===== src/rtl/uart_apb_pkg.sv =====
// Shared command codes and state encodings for the UART-to-APB bridge.
package uart_apb_pkg;

  localparam logic [7:0] CMD_READ  = 8'h52;
  localparam logic [7:0] CMD_WRITE = 8'h57;
  localparam logic [7:0] ACK_BYTE  = 8'h4B;

  typedef enum logic [2:0] {
    ST_IDLE,
    ST_GET_ADDR,
    ST_GET_DATA,
    ST_SETUP,
    ST_ACCESS,
    ST_SEND,
    ST_WAIT_TX
  } cmd_state_e;

  typedef enum logic [1:0] {
    RX_IDLE,
    RX_START,
    RX_DATA,
    RX_STOP
  } rx_state_e;

  typedef enum logic [1:0] {
    TX_IDLE,
    TX_START,
    TX_DATA,
    TX_STOP
  } tx_state_e;

endpackage


===== src/rtl/uart_phy.sv =====
// 8N1 UART line interface: RXD synchroniser, receive shifter, transmit shifter.
module uart_phy
  import uart_apb_pkg::*;
#(
  parameter int unsigned CLKS_PER_BIT = 87
) (
  input  logic       clk_i,
  input  logic       rst_i,
  input  logic       rxd_i,
  output logic       txd_o,
  output logic [7:0] rx_data_o,
  output logic       rx_valid_o,
  output logic       rx_ferr_o,
  input  logic [7:0] tx_data_i,
  input  logic       tx_load_i,
  output logic       tx_busy_o
);

  localparam int unsigned CNT_W = (CLKS_PER_BIT > 1) ? $clog2(CLKS_PER_BIT) : 1;
  localparam logic [CNT_W-1:0] HALF_M1 = CNT_W'(CLKS_PER_BIT / 2 - 1);
  localparam logic [CNT_W-1:0] BIT_M1  = CNT_W'(CLKS_PER_BIT - 1);

  logic             rx_meta_q, rx_sync_q, rx_prev_q;
  rx_state_e        rx_state_q, rx_state_d;
  logic [CNT_W-1:0] rx_cnt_q, rx_cnt_d;
  logic [2:0]       rx_bit_q, rx_bit_d;
  logic [7:0]       rx_sh_q, rx_sh_d;
  logic [7:0]       rx_data_q, rx_data_d;
  logic             rx_valid_q, rx_valid_d;
  logic             rx_ferr_q, rx_ferr_d;

  tx_state_e        tx_state_q, tx_state_d;
  logic [CNT_W-1:0] tx_cnt_q, tx_cnt_d;
  logic [2:0]       tx_bit_q, tx_bit_d;
  logic [7:0]       tx_sh_q, tx_sh_d;
  logic             txd_q, txd_d;
  logic             tx_busy_q;

  assign rx_data_o  = rx_data_q;
  assign rx_valid_o = rx_valid_q;
  assign rx_ferr_o  = rx_ferr_q;
  assign txd_o      = txd_q;
  assign tx_busy_o  = tx_busy_q;

  // Receive: detect start edge, verify at half bit, then sample each bit centre.
  always_comb begin
    rx_state_d = rx_state_q;
    rx_cnt_d   = rx_cnt_q + CNT_W'(1);
    rx_bit_d   = rx_bit_q;
    rx_sh_d    = rx_sh_q;
    rx_data_d  = rx_data_q;
    rx_valid_d = 1'b0;
    rx_ferr_d  = 1'b0;
    unique case (rx_state_q)
      RX_IDLE: begin
        rx_cnt_d = '0;
        if (!rx_sync_q && rx_prev_q) rx_state_d = RX_START;
      end
      RX_START: begin
        if (rx_cnt_q == HALF_M1) begin
          rx_cnt_d = '0;
          rx_bit_d = '0;
          rx_state_d = rx_sync_q ? RX_IDLE : RX_DATA;
        end
      end
      RX_DATA: begin
        if (rx_cnt_q == BIT_M1) begin
          rx_cnt_d = '0;
          rx_sh_d  = {rx_sync_q, rx_sh_q[7:1]};
          if (rx_bit_q == 3'd7) rx_state_d = RX_STOP;
          else                  rx_bit_d   = rx_bit_q + 3'd1;
        end
      end
      RX_STOP: begin
        if (rx_cnt_q == BIT_M1) begin
          rx_cnt_d   = '0;
          rx_state_d = RX_IDLE;
          if (rx_sync_q) begin
            rx_valid_d = 1'b1;
            rx_data_d  = rx_sh_q;
          end else begin
            rx_ferr_d  = 1'b1;
          end
        end
      end
      default: rx_state_d = RX_IDLE;
    endcase
  end

  // Transmit: start bit, 8 data bits LSB first, stop bit, each CLKS_PER_BIT long.
  always_comb begin
    tx_state_d = tx_state_q;
    tx_cnt_d   = tx_cnt_q + CNT_W'(1);
    tx_bit_d   = tx_bit_q;
    tx_sh_d    = tx_sh_q;
    txd_d      = txd_q;
    unique case (tx_state_q)
      TX_IDLE: begin
        tx_cnt_d = '0;
        if (tx_load_i) begin
          tx_state_d = TX_START;
          tx_sh_d    = tx_data_i;
          txd_d      = 1'b0;
        end
      end
      TX_START: begin
        if (tx_cnt_q == BIT_M1) begin
          tx_cnt_d   = '0;
          tx_bit_d   = '0;
          tx_state_d = TX_DATA;
          txd_d      = tx_sh_q[0];
        end
      end
      TX_DATA: begin
        if (tx_cnt_q == BIT_M1) begin
          tx_cnt_d = '0;
          if (tx_bit_q == 3'd7) begin
            tx_state_d = TX_STOP;
            txd_d      = 1'b1;
          end else begin
            tx_bit_d = tx_bit_q + 3'd1;
            tx_sh_d  = {1'b0, tx_sh_q[7:1]};
            txd_d    = tx_sh_q[1];
          end
        end
      end
      TX_STOP: begin
        if (tx_cnt_q == BIT_M1) begin
          tx_cnt_d   = '0;
          tx_state_d = TX_IDLE;
        end
      end
      default: tx_state_d = TX_IDLE;
    endcase
  end

  // State and datapath registers; line idles high through reset.
  always_ff @(posedge clk_i or posedge rst_i) begin
    if (rst_i) begin
      rx_meta_q  <= 1'b1;
      rx_sync_q  <= 1'b1;
      rx_prev_q  <= 1'b1;
      rx_state_q <= RX_IDLE;
      rx_cnt_q   <= '0;
      rx_bit_q   <= '0;
      rx_sh_q    <= '0;
      rx_data_q  <= '0;
      rx_valid_q <= 1'b0;
      rx_ferr_q  <= 1'b0;
      tx_state_q <= TX_IDLE;
      tx_cnt_q   <= '0;
      tx_bit_q   <= '0;
      tx_sh_q    <= '0;
      txd_q      <= 1'b1;
      tx_busy_q  <= 1'b0;
    end else begin
      rx_meta_q  <= rxd_i;
      rx_sync_q  <= rx_meta_q;
      rx_prev_q  <= rx_sync_q;
      rx_state_q <= rx_state_d;
      rx_cnt_q   <= rx_cnt_d;
      rx_bit_q   <= rx_bit_d;
      rx_sh_q    <= rx_sh_d;
      rx_data_q  <= rx_data_d;
      rx_valid_q <= rx_valid_d;
      rx_ferr_q  <= rx_ferr_d;
      tx_state_q <= tx_state_d;
      tx_cnt_q   <= tx_cnt_d;
      tx_bit_q   <= tx_bit_d;
      tx_sh_q    <= tx_sh_d;
      txd_q      <= txd_d;
      tx_busy_q  <= (tx_state_d != TX_IDLE);
    end
  end

endmodule


===== src/rtl/uart_apb_master.sv =====
// UART command front-end: decodes R/W byte commands into single APB transfers.
module uart_apb_master
  import uart_apb_pkg::*;
#(
  parameter int unsigned CLKS_PER_BIT = 87
) (
  input  logic       PCLK,
  input  logic       PRESET,
  input  logic       RXD,
  output logic       TXD,
  output logic       PSEL,
  output logic [7:0] PADDR,
  output logic       PENABLE,
  output logic       PWRITE,
  output logic [7:0] PWDATA,
  input  logic [7:0] PRDATA,
  input  logic       PREADY
);

  cmd_state_e state_q, state_d;
  logic       pwrite_q, pwrite_d;
  logic [7:0] paddr_q, paddr_d;
  logic [7:0] pwdata_q, pwdata_d;
  logic       psel_q, psel_d;
  logic       penable_q, penable_d;
  logic [7:0] tx_byte_q, tx_byte_d;
  logic       tx_load_c;

  logic [7:0] rx_data;
  logic       rx_valid, rx_ferr, tx_busy;

  assign PSEL    = psel_q;
  assign PENABLE = penable_q;
  assign PWRITE  = pwrite_q;
  assign PADDR   = paddr_q;
  assign PWDATA  = pwdata_q;

  uart_phy #(.CLKS_PER_BIT(CLKS_PER_BIT)) u_phy (
    .clk_i      (PCLK),
    .rst_i      (PRESET),
    .rxd_i      (RXD),
    .txd_o      (TXD),
    .rx_data_o  (rx_data),
    .rx_valid_o (rx_valid),
    .rx_ferr_o  (rx_ferr),
    .tx_data_i  (tx_byte_q),
    .tx_load_i  (tx_load_c),
    .tx_busy_o  (tx_busy)
  );

  // Command sequencing; bytes arriving outside the collect states are dropped.
  always_comb begin
    state_d   = state_q;
    pwrite_d  = pwrite_q;
    paddr_d   = paddr_q;
    pwdata_d  = pwdata_q;
    tx_byte_d = tx_byte_q;
    tx_load_c = 1'b0;
    unique case (state_q)
      ST_IDLE: begin
        if (rx_valid && rx_data == CMD_READ) begin
          pwrite_d = 1'b0;
          state_d  = ST_GET_ADDR;
        end else if (rx_valid && rx_data == CMD_WRITE) begin
          pwrite_d = 1'b1;
          state_d  = ST_GET_ADDR;
        end
      end
      ST_GET_ADDR: begin
        if (rx_ferr) begin
          state_d = ST_IDLE;
        end else if (rx_valid) begin
          paddr_d = rx_data;
          state_d = pwrite_q ? ST_GET_DATA : ST_SETUP;
        end
      end
      ST_GET_DATA: begin
        if (rx_ferr) begin
          state_d = ST_IDLE;
        end else if (rx_valid) begin
          pwdata_d = rx_data;
          state_d  = ST_SETUP;
        end
      end
      ST_SETUP: state_d = ST_ACCESS;
      ST_ACCESS: begin
        if (PREADY) begin
          tx_byte_d = pwrite_q ? ACK_BYTE : PRDATA;
          state_d   = ST_SEND;
        end
      end
      ST_SEND: begin
        if (!tx_busy) begin
          tx_load_c = 1'b1;
          state_d   = ST_WAIT_TX;
        end
      end
      ST_WAIT_TX: begin
        if (!tx_busy) state_d = ST_IDLE;
      end
      default: state_d = ST_IDLE;
    endcase
    psel_d    = (state_d == ST_SETUP) || (state_d == ST_ACCESS);
    penable_d = (state_d == ST_ACCESS);
  end

  // Command state and APB output registers.
  always_ff @(posedge PCLK or posedge PRESET) begin
    if (PRESET) begin
      state_q   <= ST_IDLE;
      pwrite_q  <= 1'b0;
      paddr_q   <= '0;
      pwdata_q  <= '0;
      psel_q    <= 1'b0;
      penable_q <= 1'b0;
      tx_byte_q <= '0;
    end else begin
      state_q   <= state_d;
      pwrite_q  <= pwrite_d;
      paddr_q   <= paddr_d;
      pwdata_q  <= pwdata_d;
      psel_q    <= psel_d;
      penable_q <= penable_d;
      tx_byte_q <= tx_byte_d;
    end
  end

endmodule

===== config.mk =====
export PLATFORM = sky130hd
export DESIGN_NAME = uart_apb_master
export DESIGN_NICKNAME = d
export VERILOG_FILES = /design/src/rtl/uart_apb_pkg.sv /design/src/rtl/uart_phy.sv /design/src/rtl/uart_apb_master.sv
export SDC_FILE = /design/constraint.sdc
export NUM_CORES = 1
export LEC_CHECK = 0
export CAP_MARGIN = 20
export CORE_AREA = 2 2 117 119
export CTS_BUF_LIST = sky130_fd_sc_hd__clkbuf_4 sky130_fd_sc_hd__clkbuf_8 sky130_fd_sc_hd__clkbuf_16
export DETAILED_ROUTE_END_ITERATION = 6
export DIE_AREA = 0 0 119 121
export GPL_TIMING_DRIVEN = 0
export PLACE_DENSITY = 0.45
export SLEW_MARGIN = 20
export SYNTH_ARGS = -nofsm -noshare
export SYNTH_HDL_FRONTEND = slang
export SYNTH_SLANG_ARGS = --single-unit

===== constraint.sdc =====
create_clock -name PCLK -period 2.9 [get_ports PCLK]
set_input_delay 0.58 -clock PCLK [delete_from_list [all_inputs] [get_ports PCLK]]
set_output_delay 0.58 -clock PCLK [all_outputs]
set_load 0.02 [all_outputs]

# After elaboration in Yosys (flattened, before gate mapping)
# Cells that the tools add are included.
[word_totals]
word_cells = 143
reg_bits = 85
in_bits = 12
[classes]
bitwise = 1
add_sub_neg = 4
n_reduce_logical = 27
n_eq_ne = 31
n_mux = 57
[op_table]
columns = ["op", "n"]
rows = [
  ["$mux 3", 15],
  ["$mux 8", 4],
  ["$mux 2", 11],
  ["$mux 7", 3],
  ["$pmux 3 s7", 1],
  ["$pmux 7 s3", 1],
  ["$eq 3x3->1 const B", 6],
  ["$eq 8x7->1 const B", 2],
  ["$pmux 2 s4", 2],
  ["$pmux 8 s2", 1],
  ["$reduce_and 4->1", 4],
  ["$mux 1", 15],
  ["$add 7x1->7 const B", 2],
  ["$eq 7x7->1 const B", 2],
  ["$ne 2x1->1 const B", 7],
  ["$pmux 7 s2", 1],
  ["$pmux 3 s2", 2],
  ["$reduce_bool 2->1", 5],
  ["$eq 3x2->1 const B", 3],
  ["$reduce_and 3->1", 3],
  ["$eq 2x2->1 const B", 4],
  ["$eq 7x6->1 const B", 1],
  ["$add 3x1->3 const B", 2],
  ["$ne 2x2->1 const B", 3],
  ["14 further kinds", 20],
]

# Logic depth before layout (Yosys ltp)
# Gate-level depths: netlist of the first run.
[logic_depth]
ltp_word = 7
mapped_depth = 8
depth_no_buf = 6

# Cells and area by module
# A second synthesis of the first run with hierarchy kept.
[unflattened]
cells_unflattened = 346
area_unflattened_um2 = 4021.4
[modules_own_cells]
columns = ["mod", "area_each_um2", "cells_each", "n_inst"]
rows = [
  ["uart_phy", 2670.1, 229, 1],
  ["uart_apb_master", 1351.3, 117, 1],
]

# Least setup slack after synthesis of the first run
# OpenSTA, ideal clock, no wires.
[synth_path]
path_kind = "reg2reg"
startpoint = "register u_phy.tx_state_q[0]"
endpoint = "register u_phy.tx_sh_q[0]"
setup_slack_ps = 1036
stages_incl_launch_ff = 9
path_buffers = 2
required_time_ps = 2818
setup_time_ps = 82
synth_period_minus_slack_ps = 1864
t_arrival_ps = 1782
path_cell_list = "dfrtp_1 inv_1 ha_1 clkbuf_1 inv_1 o41ai_4 buf_4 a21oi_1 a31oi_1"
[synth_via]
elab_chain_len = 3
elab_cells_between_ends = 8
cone_classes = "eq/ne (4); mux (1); reduce/logical (3)"
[synth_lines]
columns = ["item", "line_no", "text"]
rows = [
  ["start: declaration", "uart_phy.sv:32", "tx_state_e tx_state_q, tx_state_d;"],
  ["start signal: assignment", "uart_phy.sv:167", "tx_state_q <= tx_state_d;"],
  ["$eq 2x2->1 / $logic_not 2->1 (equally long branches)", "uart_phy.sv:97", "unique case (tx_state_q)"],
  ["$ne 2x2->1 (no source line), or another cell as far along", "--", ""],
  ["$reduce_and 4->1 (no source line)", "--", ""],
  ["end signal: assignment", "uart_phy.sv:170", "tx_sh_q <= tx_sh_d;"],
  ["end: declaration", "uart_phy.sv:35", "logic [7:0] tx_sh_q, tx_sh_d;"],
]
# Several ways; a longest one is shown, not always the timed one.
# A chain may end at the register's enable or synchronous reset.

# Final worst setup path of the first run
[layout_path]
startpoint = "register u_phy.tx_state_q[0]"
endpoint = "register u_phy.tx_sh_q[2]"
# The elaborated chain is that of the path after synthesis.

==> results of run 1 <==
-- stage by stage --
stage	utilization (%)	hold slack, ns
floorplan	-	0.345
global placement	33.8	0.346
detailed placement	34.0	0.347
CTS	36.3	0.356
global route	36.3	0.358
finish	36.3	0.355
-- cells in the final DEF (no fill, tap or decap), drive strengths merged, types with 3 or more instances in the layout --
master         Yosys  routed
xnor2              6       6
mux2              40      40
a21oi              8       8
clkinv             0       3
a22o               5       5
nand3              9       9
buf                3       4
nor2b              5       5
clkbuf             6      15
nor3               3       3
clkdlybuf4s50      0      31
nand2b            10      10
a31oi              8       8
dfrtp             81      81
o21ai             18      18
and3               4       4
mux2i              9       9
xor2               4       4
nor2              30      30
ha                13      13
inv               13      15
nand2             19      19
dfstp              4       4
-- power by group through the flow --
stage               Sequential, mW  Combinational, mW  Clock [mW]
detailed placement            1.22             0.0692           0
global route                  1.20             0.0751        1.26
CTS                           1.20             0.0696        1.20
finish                        1.20             0.0651        1.16
floorplan                     1.22             0.0349           0
global placement              1.22             0.0627           0
-- cells by family after synthesis --
| family | after synthesis |
|---|---|
| muxes | 49 |
| DFF | 85 |
| buffers and inverters | 22 |
| and+or+nand+nor | 95 |
| AOI/OAI and AO/OA | 54 |
| adders and majority gates | 13 |
| xor gates and xnor gates | 10 |
-- flip-flops by register name, summed over array words and instances, names as in the netlist, named ones only --
signal            count
u_phy.tx_busy_o       1
u_phy.tx_cnt_q        7
u_phy.tx_bit_q        3
u_phy.tx_state_q      2
PADDR                 8
state_q               3
PWRITE                1
u_phy.rx_sh_q         8
u_phy.rx_meta_q       1
u_phy.rx_bit_q        3
u_phy.rx_cnt_q        7
tx_byte_q             8
PSEL                  1
u_phy.rx_state_q      1
PWDATA                8
u_phy.tx_sh_q         8
u_phy.rx_data_o       8
u_phy.rx_prev_q       1
u_phy.rx_sync_q       1
u_phy.rx_valid_o      1
u_phy.rx_ferr_o       1
PENABLE               1
u_phy.txd_o           1
-- final timing paths --
path / startpoint / end / slack [ns] / cells after the start
max in group asynchronous: PRESET / u_phy.rx_prev_q / 1.58 / 3
hold reg to reg: u_phy.rx_meta_q / u_phy.rx_sync_q / 0.36 / 0
setup / recovery: u_phy.tx_state_q[0] / u_phy.tx_sh_q[2] / 0.71 / 8
setup reg to reg: u_phy.tx_state_q[0] / u_phy.tx_sh_q[2] / 0.71 / 8
min in group asynchronous: PRESET / u_phy.tx_cnt_q[6] / 0.65 / 2
hold / removal: u_phy.rx_meta_q / u_phy.rx_sync_q / 0.36 / 0
-- worst max-delay path, cell delays in order, from the launching register on --
cell and delay, ns:
dfrtp_1 0.43, inv_1 0.14, ha_1 0.16, clkbuf_1 0.26, inv_1 0.16, o41ai_4 0.46, buf_4 0.25, a21oi_1 0.08
a31oi_1 0.16
-- layout make-up --
class | count | area [um2] | area share [%]
flip-flops and latches | 85 | 2130 | 44.9
multi-input cells | 221 | 1670 | 35.1
repair buffers | 32 | 338 | 7.12
clock buffers | 9 | 225 | 4.75
well taps | 176 | 220 | 4.64
clock inverters | 7 | 73.8 | 1.56
inverters | 13 | 51.3 | 1.08
plain buffers | 9 | 40.0 | 0.844
-- metal layers --
metal	track usage (%)	wire [um]	part of all wire (%)	up-vias
met1	14.5	3670	50	1256
li1	-	-	-	1253
met4	5.58	153	2.1	0
met5	0	0	0	-
met2	17.9	3340	45	25
met3	2.82	193	2.6	13
==> metrics.txt, run 1 <==
outcome=finished, final reports clean; # DRC=0; fillcell total=1286; Worst slew margin=48.3%; Final WS setup=0.714 ns; TNS Setup=0 ns; GRT Overall Usage=11.3%; initial core utilization=29.7%; gr ovfl total=0; setup violators final=0; Leak Pwr=2.16 nW; Max FO, Critical Path=10; later-pin clock latency in the skew report=0.34 ns; Sw Share=22.1%; Seq pwr share=49.3%; Syn. warnings=0; Place WS=0.751 ns; #FFs+latches synth=85; VDD IR max=0.199 mV; CTS clk-pin slew, worst paths=0.07 ns; Tcrit/Tclk final=75.4%; post_cts resized=0; mean area per synthesized cell=11.8 um2; worst min-delay path class=reg -> reg; syn_nets=353; Max Cap Violations=0; top cells by count, synth=dfrtp_1, mux2_2, nor2_1, nand2_1, o21ai_0; Clk Tree Root Cell=clkbuf_16; largest net degree at the start of global routing=45; antenna violations before repair=0; DP Cell Count=536; Crit path arrival time=2.44 ns; Tot Pwr=2.43 mW; first-pass GRT wire length=12800 um; RSZ-0062 raised after global routing=no; critical path endpoint category=flip-flop; # clock sinks=85; row cnt=42; most frequent cell after synthesis=dfrtp_1; share of the yosys chip area belonging to registers=54.9%; Die Height=121 um; dominant cell type by area after synthesis=dfrtp_1; Synth Area in Simple Gates=13.1%; WL per Instance=13.3 um; PortBufs=31; DRT Pass-1 Iters=4; skew final=0.00797 ns; Adder-Cell Fraction of Synth Area=4.19%; gpl congestion=0.754; Die W=119 um; count of flip-flops with a built-in enable after synthesis=0; Net Sw Power=0.535 mW; Final Hold Viols=0; Power Density=511 nW/um2; vias in the first global route=2599; CTS H-tree lvls=3; Die ar.=14400 um2; Worst Setup Path Type=reg -> reg; Clock Path Buffers=2; filler-free cell count of the finished design=552; I/O Pins=32; Fmax=457 MHz; Area contributors post-synth=dfrtp_1, mux2_2, ha_1; vias per cell=4.61; CP required=3.16 ns; internal power=1.89 mW; final design instance area without fill=4750 um2; Post-Syn Instances=328; WL final=7350 um; ANT cells=0; FFs w/ async S/R, synth=100%; cts bufs inserted=9; Core Region=13100 um2; combinational share of power=2.7%; crit start category=flip-flop; post-synthesis mux area share=13.9%; post-route minimum period=2.19 ns; Slew @ Worst Pin=0.764 ns; Synth Cell Area=3890 um2; post-DP HPWL=5080 um; hold_buf cts=0; Vias=2547; fraction of layout cells with a size suffix above 1=18.9%; clock network power share=48.0%; Synth Area in Compound Gates=9.37%; DR iter-0 viols=90; CTS tree=built; synth unique cells=48; fin nets=396; Final Max Slew Viols=0; post-CTS setup buffer count=0; ys flop type=dfrtp_1; Synth top area share=52.2%; Post-DRT Antenna Nets=0; largest family of logic cells by synthesized area=multiplexers; Area Overhead vs Synth=22.1%; Post-DP Area=4450 um2; Synth Area in XOR/XNOR=2.25%
Power figures use the tool's default switching activity.
==> inputs of run 2 (changes only) <==
Settings changed: PLACE_DENSITY 0.45 to 0.43.
Clock period 2.9 ns to 2.1 ns, I/O delays scaled along.
==> metrics.txt, run 2 (synthesized netlist as in run 1, its figures left out) <==
Worst R2R Path Depth=6 (was 8); # clock sinks=85 (unchanged); FF-to-FF End=u_phy.rx_bit_q[0] (was u_phy.tx_sh_q[2]); gr ovfl total=0 (unchanged); outcome=finished, final reports clean (unchanged); Slew @ Worst Pin=0.659 ns (was 0.764 ns); WL per Instance=13.6 um (was 13.3 um); TNS Setup=0 ns (unchanged); # DRC=0 (unchanged); Core Util, Final=36.8% (was 36.3%); hold_buf cts=0 (unchanged); largest net degree at the start of global routing=33 (was 45); Hold Startpoint=u_phy.rx_meta_q (unchanged); ANT cells=0 (unchanged); DRT Pass-1 Iters=4 (unchanged); Post-DRT Antenna Nets=0 (unchanged); VDD IR max=0.310 mV (was 0.199 mV); CP required=2.33 ns (was 3.16 ns); vias in the first global route=2714 (was 2599); GRT Overall Usage=11.7% (was 11.3%); setup violators final=0 (unchanged); initial core utilization=29.7% (unchanged); CTS H-tree lvls=3 (unchanged); fin nets=400 (was 396); Leak Pwr=2.21 nW (was 2.16 nW); Fmax=513 MHz (was 457 MHz); post-route minimum period=1.95 ns (was 2.19 ns); most frequent cells in the layout=dfrtp_1, mux2_2, clkdlybuf4s50_1 (unchanged); Tcrit/Tclk final=92.8% (was 75.4%); Worst slew margin=56.1% (was 48.3%); Core Region=13100 um2 (unchanged); Worst Setup Path Type=reg -> reg (unchanged); Die ar.=14400 um2 (unchanged); reg2reg setup slack=0.15 ns (was 0.71 ns); Final Max Slew Viols=0 (unchanged); later-pin clock latency in the skew report=0.35 ns (was 0.34 ns); Power Density=705 nW/um2 (was 511 nW/um2); antenna violations before repair=0 (unchanged); Final Hold Viols=0 (unchanged); row cnt=42 (unchanged); Die W=119 um (unchanged); DR iter-0 viols=54 (was 90); post-DP HPWL=5280 um (was 5080 um); RSZ-0062 raised after global routing=no (unchanged); worst min-delay path class=reg -> reg (unchanged); Max Cap Violations=0 (unchanged); vias per cell=4.66 (was 4.61); Hold Path Depth=0 (unchanged); final hold slack=0.357 ns (was 0.355 ns); WL final=7590 um (was 7350 um); Clk Tree Root Cell=clkbuf_16 (unchanged); cts bufs inserted=9 (unchanged); fraction of layout cells with a size suffix above 1=21.3% (was 18.9%); end of the worst hold path=u_phy.rx_sync_q (unchanged); commonest non-fill, non-tap cell in the layout=dfrtp_1 (unchanged); CTS clk-pin slew, worst paths=0.07 ns (about the same); gpl congestion=0.743 (was 0.754); critical path endpoint category=flip-flop (unchanged); PortBufs=31 (unchanged); Crit path arrival time=2.18 ns (was 2.44 ns); CTS tree=built (unchanged); Area Overhead vs Synth=24.0% (was 22.1%); fillcell total=1318 (was 1286); Clock Path Buffers=2 (unchanged); skew final=0.00839 ns (was 0.00797 ns); first-pass GRT wire length=13200 um (was 12800 um); crit start category=flip-flop (unchanged); Reg-to-Reg Start=u_phy.rx_cnt_q[0] (was u_phy.tx_state_q[0]); Die Height=121 um (unchanged); Max FO, Critical Path=5 (was 10); Vias=2591 (was 2547); I/O Pins=32 (unchanged)
run 2: report_power, final:
group | internal [mW] | switching [mW]
Combinational | 0.0377 | 0.0544
Clock | 0.939 | 0.711
Sequential | 1.65 | 0.00545
run 2: final cells by class:
class | instances | area (um2) | share of cell area, %
Multi-Input combinational cell | 221 | 1690 | 35.0
Buffer | 8 | 38.8 | 0.805
Inverter | 13 | 52.6 | 1.09
Sequential cell | 85 | 2130 | 44.3
Clock inverter | 7 | 80.1 | 1.66
Clock buffer | 9 | 225 | 4.68
Tap cell | 176 | 220 | 4.57
Timing Repair Buffer | 37 | 380 | 7.90
run 2: worst max-delay path by stage:
stage / to / cells after the start / slack (ns) / from
3_5_place_dp: u_phy.tx_sh_q[1] / 8 / -0.07 / u_phy.tx_state_q[0]
3_3_place_gp: u_phy.rx_cnt_q[2] / 2 / -0.34 / PRESET
2_1_floorplan: u_phy.tx_sh_q[0] / 8 / 0.24 / u_phy.tx_state_q[0]
6_report: u_phy.rx_bit_q[0] / 6 / 0.15 / u_phy.rx_cnt_q[0]
4_1_cts: u_phy.rx_bit_q[0] / 6 / 0.006 / u_phy.rx_cnt_q[0]
5_1_grt: u_phy.rx_bit_q[0] / 6 / 0.004 / u_phy.rx_cnt_q[0]
run 2: worst max-delay path, cell delays in order (launching register included):
cell,delay [ns]
dfrtp_1,0.40
inv_1,0.06
ha_1,0.16
nand4b_1,0.17
nor4_4,0.45
and2b_1,0.26
mux2_2,0.35
run 2: what timing repair did:
item,CTS,global route
pin swaps,0,2
gates resized for setup,0,8
setup endpoints to repair,6,14
buffers inserted,0,4
run 2: metal layers:
metal	part of all wire, %	wire length [um]	global-route usage [%]
met5	0	0	0
met4	2.5	187	6.25
met3	2.6	196	2.54
met2	48	3660	19.3
met1	47	3550	14.4
run 2: per-stage QoR:
step | area, um2 | std cells | power [mW] | setup slack [ns]
floorplan | 3890 | 328 | 1.73 | 0.236
global placement | 4420 | 535 | 1.77 | -0.343
detailed placement | 4460 | 537 | 1.78 | -0.0670
CTS | 4760 | 552 | 3.47 | 0.00624
global route | 4820 | 556 | 3.53 | 0.00395
finish | 4820 | 556 | 3.39 | 0.150
